==> config.mk <==
export PLATFORM = sky130hd
export DESIGN_NAME = bp_cache_req_arbiter
export DESIGN_NICKNAME = d
export VERILOG_FILES = /design/src/rtl/bp_common_pkg.sv /design/src/rtl/bp_cache_req_arbiter.sv
export SDC_FILE = /design/constraint.sdc
export NUM_CORES = 1
export LEC_CHECK = 0
export ABC_AREA = 1
export BUFFER_PORTS_ARGS = -buffer_cell sky130_fd_sc_hd__buf_2
export CAP_MARGIN = 0
export CORE_MARGIN = 10
export CORE_UTILIZATION = 35
export CTS_CLUSTER_DIAMETER = 200
export DETAILED_ROUTE_END_ITERATION = 10
export PLACE_DENSITY = 0.87
export RECOVER_POWER = 25
export SKIP_LAST_GASP = 1
export SLEW_MARGIN = 25
export SYNTH_ARGS = -nofsm -noshare
export SYNTH_HDL_FRONTEND = slang
export SYNTH_SLANG_ARGS = --single-unit
==> constraint.sdc <==
create_clock -name clk_i -period 1.9 [get_ports clk_i]
set_input_delay 0.19 -clock clk_i [delete_from_list [all_inputs] [get_ports clk_i]]
set_output_delay 0.19 -clock clk_i [all_outputs]
set_load 0.03 [all_outputs]
==> src/rtl/bp_common_pkg.sv <==
// Shared types for the BlackParrot cache-side blocks.
// Holds the state encoding of the I$/D$ miss-channel arbiter.
package bp_common_pkg;

  typedef enum logic [1:0] {
    e_arb_idle,
    e_arb_meta,
    e_arb_busy
  } bp_cache_arb_state_e;

endpackage

==> src/rtl/bp_cache_req_arbiter.sv <==
// Shares one LCE miss channel between the I$ (port 0) and the D$ (port 1).
// Round-robin grant, one miss in flight, completion routed back to the owner.
module bp_cache_req_arbiter
  import bp_common_pkg::*;
#(
  parameter int req_width_p  = 64,
  parameter int meta_width_p = 8,
  parameter int timeout_p    = 4096
) (
  input  logic                      clk_i,
  input  logic                      reset_i,
  input  logic [2*req_width_p-1:0]  req_i,
  input  logic [1:0]                req_v_i,
  output logic [1:0]                req_ready_o,
  input  logic [2*meta_width_p-1:0] req_metadata_i,
  input  logic [1:0]                req_metadata_v_i,
  output logic [1:0]                req_complete_o,
  output logic [req_width_p-1:0]    lce_req_o,
  output logic                      lce_req_v_o,
  input  logic                      lce_req_ready_i,
  output logic [meta_width_p-1:0]   lce_metadata_o,
  output logic                      lce_metadata_v_o,
  input  logic                      lce_complete_i,
  output logic                      busy_o,
  output logic                      timeout_o,
  output logic                      protocol_err_o
);

  localparam int wdog_w_lp = $clog2(timeout_p + 1);
  localparam logic [wdog_w_lp-1:0] wdog_max_lp  = wdog_w_lp'(timeout_p);
  localparam logic [wdog_w_lp-1:0] wdog_last_lp = wdog_w_lp'(timeout_p - 1);

  bp_cache_arb_state_e state_r, state_n;
  logic                 owner_r;
  logic                 rr_last_r;
  logic [wdog_w_lp-1:0] wdog_r;
  logic                 timeout_r;
  logic                 err_r;

  logic sel;
  logic accept;
  logic err_set;

  // With both valid, the requester not granted last time wins.
  assign sel = req_v_i[1] & (~req_v_i[0] | ~rr_last_r);

  always_comb begin
    state_n          = state_r;
    accept           = 1'b0;
    err_set          = 1'b0;
    req_ready_o      = 2'b00;
    req_complete_o   = 2'b00;
    lce_req_o        = sel ? req_i[2*req_width_p-1:req_width_p] : req_i[req_width_p-1:0];
    lce_req_v_o      = 1'b0;
    lce_metadata_o   = owner_r ? req_metadata_i[2*meta_width_p-1:meta_width_p]
                               : req_metadata_i[meta_width_p-1:0];
    lce_metadata_v_o = 1'b0;

    unique case (state_r)
      e_arb_idle: begin
        lce_req_v_o      = |req_v_i;
        req_ready_o[sel] = lce_req_ready_i & (|req_v_i);
        accept           = (|req_v_i) & lce_req_ready_i;
        if (accept)
          state_n = e_arb_meta;
        if (lce_complete_i || (|req_metadata_v_i))
          err_set = 1'b1;
      end
      e_arb_meta: begin
        // An early completion pre-empts the metadata beat.
        lce_metadata_v_o = req_metadata_v_i[owner_r] & ~lce_complete_i;
        if (lce_complete_i) begin
          req_complete_o[owner_r] = 1'b1;
          state_n                 = e_arb_idle;
          err_set                 = 1'b1;
        end else if (req_metadata_v_i[owner_r]) begin
          state_n = e_arb_busy;
        end
        if (req_metadata_v_i[~owner_r])
          err_set = 1'b1;
      end
      e_arb_busy: begin
        if (lce_complete_i) begin
          req_complete_o[owner_r] = 1'b1;
          state_n                 = e_arb_idle;
        end
        if (req_metadata_v_i[~owner_r])
          err_set = 1'b1;
      end
      default: state_n = e_arb_idle;
    endcase

    // Async reset must silence the combinational paths immediately, not just the registers.
    if (reset_i) begin
      req_ready_o      = 2'b00;
      req_complete_o   = 2'b00;
      lce_req_o        = '0;
      lce_req_v_o      = 1'b0;
      lce_metadata_o   = '0;
      lce_metadata_v_o = 1'b0;
      accept           = 1'b0;
      err_set          = 1'b0;
    end
  end

  always_ff @(posedge clk_i or posedge reset_i) begin
    if (reset_i) begin
      state_r   <= e_arb_idle;
      owner_r   <= 1'b0;
      rr_last_r <= 1'b1;
      wdog_r    <= '0;
      timeout_r <= 1'b0;
      err_r     <= 1'b0;
    end else begin
      state_r <= state_n;
      if (accept) begin
        owner_r   <= sel;
        rr_last_r <= sel;
        wdog_r    <= '0;
      end else if (state_r != e_arb_idle && wdog_r != wdog_max_lp) begin
        wdog_r <= wdog_r + 1'b1;
      end
      // Flag on the cycle the count reaches the limit.
      if (state_r != e_arb_idle && wdog_r == wdog_last_lp)
        timeout_r <= 1'b1;
      if (err_set)
        err_r <= 1'b1;
    end
  end

  assign busy_o         = (state_r != e_arb_idle);
  assign timeout_o      = timeout_r;
  assign protocol_err_o = err_r;

endmodule
# After elaboration in Yosys (flattened, before gate mapping)
# Cells that the tools add are included.
# Widths: inputs -> output; s select.
# totals
regBits,19
in_bits,152
output_inout_bits,81
word_cells,76
# classes
bitwise_logic,9
n_eq_ne,7
mux,36
add_sub_neg,1
reduce_logical,12
order_cmp,5
# ops
cell,count
$mux 64,2
$mux 13,2
$mux 2,9
$mux 1,17
$mux 8,2
$add 13x1->13 const B,1
$eq 13x12->1 const B,1
$ne 13x13->1 const B,1
$lt 1x2->1 const B,3
$pmux 2 s3,1
$reduce_or 2->1,3
$logic_and 1x1->1,4
$ne 2x2->1 const B,2
$not 1->1,4
$reduce_bool 2->1,2
$and 1x1->1,3
$ne 3x3->1 const B,1
$pmux 1 s3,1
$reduce_and 3->1,1
$and 2x2->2,1
$demux 1 s1,2
$eq 2x1->1 const B,1
$eq 2x2->1 const B,1
$ge 1x1->1 const B,2
other kinds (3),3

# Depth between registers and ports, before layout
# logic_depth
depth_word,10
mapped_depth,10
depth_no_buf,9

# Worst setup path before layout
# No wires, ideal clock.
# synth_path
kind,register -> output
start,register state_r[0]
end,output port req_ready_o[0]
path_buffers,1
setup_slack_ns,-0.195
required_time_ns,1.710
arrival_ns,1.905
path_stages_with_launch,8
cell_sequence,dfrtp_1 -> inv_1 -> ha_1 -> inv_2 -> nor3_4 -> nand2_4 -> buf_6 -> nor2_1
# synth_via
elab_chain_len,3
# synth_lines
item,line_no,text
"start, declared",bp_cache_req_arbiter.sv:33,"bp_cache_arb_state_e state_r, state_n;"
"start signal, assigned",bp_cache_req_arbiter.sv:108,state_r <= e_arb_idle;
"start signal, assigned",bp_cache_req_arbiter.sv:115,state_r <= state_n;
$logic_not 2->1,bp_cache_req_arbiter.sv:59,unique case (state_r)
$mux 2,bp_cache_req_arbiter.sv:59,
$mux 2,bp_cache_req_arbiter.sv:94,if (reset_i) begin
"end, declared",bp_cache_req_arbiter.sv:14,"output logic [1:0] req_ready_o,"
# No other way between the ends.

# Worst setup path in the final report
# layout_path
start,register rr_last_r
end,output port lce_req_o[47]
# layout_via
elab_chain_len,5
# layout_lines
item,line_no,text
"start, declared",bp_cache_req_arbiter.sv:35,logic rr_last_r;
"start signal, assigned",bp_cache_req_arbiter.sv:118,rr_last_r <= sel;
$not 1->1,bp_cache_req_arbiter.sv:45,assign sel = req_v_i[1] & (~req_v_i[0] | ~rr_last_r);
$or 1x1->1,bp_cache_req_arbiter.sv:45,
$and 1x1->1,bp_cache_req_arbiter.sv:45,
$mux 64,bp_cache_req_arbiter.sv:53,lce_req_o = sel ? req_i[2*req_width_p-1:req_width_p] : req_i[req_width_p-1:0];
$mux 64,bp_cache_req_arbiter.sv:94,
"end, declared",bp_cache_req_arbiter.sv:18,"output logic [req_width_p-1:0] lce_req_o,"
# No other way between the ends.

==> reports/results.tsv <==
stage	metric	value	unit
global_route	all-layer global routing usage	21.11	%
placed_design	PortBufs	232	
route	Routed Antenna Nets	0	
floorplan	initial core utilization	35.55	%
route	Iter 0 DRT Violations	144	
power_and_ir_drop	Switching Share	54.66	%
power_and_ir_drop	pwr/cell area	860.0	nW/um^2
timing	fin. max-slew vios	0	
timing	worst hold slack	0.06373	ns
floorplan	Die X	102.6	um
setup_path	CP Launch Type	flip-flop	
setup_path	Critical Path AT	1.68	ns
synth	Synth top area share	25.62	%
final_layout	Fillers	619	
min_path	hold crit path type	input port to async pin	
clock_tree	root buffer cell	clkbuf_8	
placed_design	Placed Cells	717	
route	WL per Instance	17.43	um
synth	Cells after Synth	424	
job	max_cap viols	0	
final_layout	share of cells above drive strength 1	43.78	%
route	WL met3	1551	um
clock_tree	H-tree levels	1	
timing	Final TNS setup	0	ns
route	top sig layer	met5	
timing	Final period util	98.63	%
timing	RSZ-0062 raised after global routing	true	
synth	Synth cell types	31	
power_and_ir_drop	VDD IR max	0.7361	mV
setup_path	WP data required	1.71	ns
route	DRC Markers	0	
timing	FMAX	533.6	MHz
timing	Slew headroom	74.05	%
route	WL met2	6160	um
global_route	initial antenna violation count	4	
route	drt first pass iters	5	
route	vias	3731	
final_layout	nets	810	
synth	Yosys warning total	0	
synth	syn nets	582	
timing	# setup viols final	0	
clock_tree	Sink Count	19	
setup_path	crit-path cells	nand2_2 > nand2_4 > buf_12 > buf_16 > o21ai_0 > nor2_1 > buf_4	
route	met1 wire length	4672	um
clock_tree	CTS tree	done	
final_layout	design area	3920	sq um
final_layout	area added between synthesis and finish	64.12	%
placed_design	area post-placement	3630	sq um
synth	synthesized flop and latch total	19	
timing	Slew @ Worst Pin	0.3910	ns
timing	Fin. Hold Viols	0	
timing	Layout Skew	0.007249	ns
synth	sequential element share of the synthesized area	19.96	%
setup_path	CP Class	flip-flop to output port	
route	Routed WL	12790	um
floorplan	I/O pin count	233	
status	status	complete, no violations	
power_and_ir_drop	internal cell power	1.528	mW
setup_path	CP max stage cell	dfstp_2	
power_and_ir_drop	Pleak	2.208	nW
power_and_ir_drop	Flop pwr share	19.5	%
setup_path	Crit. End Element	output port	
synth	Avg Cell Area, Syn	5.633	sq um
global_route	vias in the first global route	3517	
floorplan	height of the die	102.6	um
timing	Tmin final	1.874	ns
clock_tree	CTS Buf Count	3	
synth	Mapped Area	2389	sq um
synth	synth top area cells	nor2_1, dfrtp_1, o21ai_0, nand2_1, nand3_1	
setup_path	CP max stage delay	0.55	ns
power_and_ir_drop	clock share of power	9.1	%
floorplan	Rows	30	
global_route	Overflow after GRT	0	
final_layout	Finished Layout Cells	734	
power_and_ir_drop	NetSw	1.843	mW
clock_tree	Worst-Skew Late Latency	0.27	ns
global_route	largest net degree at the start of global routing	92	
power_and_ir_drop	combinational cell fraction of total power	71.4	%
clock_tree	Clock Path Buffers	2	
placed_design	placer congestion estimate	0.9572	
clock_tree	# hold bufs at CTS	0	
placed_design	Detailed Place HPWL	10380	um
synth	area leader, netlist	nor2_1	
floorplan	die area	10530	sq um
route	via/cell ratio	5.083	
clock_tree	CTS clk-pin slew, worst paths	0.08	ns
floorplan	core area	6719	sq um
setup_path	crit-path max FO	12	
global_route	first-pass GRT wire length	17770	um
==> placed cells by master, fill, tap and decap left out, types with 6 or more instances in the layout <==
cell type / n
nand2_1: 47
buf_12: 6
nor2_1: 160
dfrtp_1: 18
nand3_2: 7
inv_1: 15
buf_2: 205
buf_4: 32
nand3_1: 20
o21ai_0: 75
==> kinds of logic after synthesis <==
kind of cell	synth area share, %
buf+inv	9.219
compound gates	17.65
simple gates	47.46
fa+ha+maj	3.143
xor+xnor	2.567
flops	19.96
==> worst max-delay path: cells and delay by family, from the launching register on <==
kind / cells / cell delay (ns)
and+or+nand+nor: 3 / 0.35
DFF: 1 / 0.55
AOI/OAI and AO/OA: 1 / 0.08
buffers and inverters: 3 / 0.45
==> worst paths after layout <==
kind                            startpoint             end  slack (ns)  cells after the start
worst max-delay path             rr_last_r   lce_req_o[47]        0.03                      7
worst min-delay path               reset_i       wdog_r[1]        0.06                      3
worst max register to register  state_r[1]       wdog_r[2]        0.14                     10
worst min register to register   rr_last_r       rr_last_r        0.48                      2
max in group asynchronous          reset_i       rr_last_r        1.54                      3
min in group clk_i                 reset_i  protocol_err_o        0.31                      4
==> power groups by stage <==
| stage | clock network (mW) | registers (mW) | logic (mW) |
|---|---|---|---|
| global placement | 0 | 0.653 | 2.11 |
| detailed placement | 0 | 0.662 | 2.18 |
| global route | 0.330 | 0.674 | 2.64 |
| floorplan | 0 | 0.623 | 1.59 |
| CTS | 0.311 | 0.646 | 2.30 |
| finish | 0.306 | 0.657 | 2.41 |
==> metrics by stage <==
step / setup slack, ns / util, % / power [mW]
after floorplan: 0.04948 / - / 2.214
after global routing: -0.05984 / 58.27 / 3.645
after CTS: 0.0003244 / 56.54 / 3.259
final: 0.02602 / 58.34 / 3.371
after global placement: 0.1673 / 54.02 / 2.766
after detailed placement: 0.1154 / 54.02 / 2.845
==> final cells by class <==
cell class | instances | area [sq um] | share of cell area (%)
antenna | 3 | 7.507 | 0.1915
clock buffer | 3 | 41.29 | 1.053
clock inverter | 1 | 7.507 | 0.1915
inverter | 20 | 77.57 | 1.979
multi-input combinational | 357 | 1729 | 44.11
sequential | 19 | 476.7 | 12.16
tap | 80 | 100.1 | 2.553
timing repair buffer | 251 | 1480 | 37.76
==> synth_stat cells <==
master	n
xor2_1	3
o21ai_0	80
nand2_1	50
a22oi_1	1
buf_6	2
ha_1	6
nor3_1	3
or2_2	1
nand3_1	20
nor2_4	2
xnor2_1	4
nand3_2	7
buf_2	8
nand3b_1	1
a31o_2	1
nor4_1	2
nor3_4	1
nand4_1	3
nor2_2	3
nand2_4	3
nand2_2	2
inv_2	1
inv_1	18
a21oi_1	1
clkbuf_1	16
dfrtp_1	18
buf_4	1
dfstp_2	1
buf_8	1
clkinv_1	1
nor2_1	163
==> routing by layer <==
metal,global-route usage [%],up-vias
li1,-,1818
met1,23.45,1650
met2,35.28,218
met3,8.981,39
met4,7.484,6
met5,0,-
==> sequential cells by signal, indices dropped and copies added (netlist names) <==
| register | count |
|---|---|
| wdog_r | 13 |
| rr_last_r | 1 |
| protocol_err_o | 1 |
| state_r | 2 |
| owner_r | 1 |
| timeout_o | 1 |
==> what timing repair did <==
item / 4_1_cts / 5_1_grt
pin swaps: 2 / 8
endpoints found under the setup margin: 64 / 45
setup buffers: 4 / 3
cloned: 1 / 2
resized for setup: 22 / 26
Note: power is estimated with default switching activity, not from simulation.
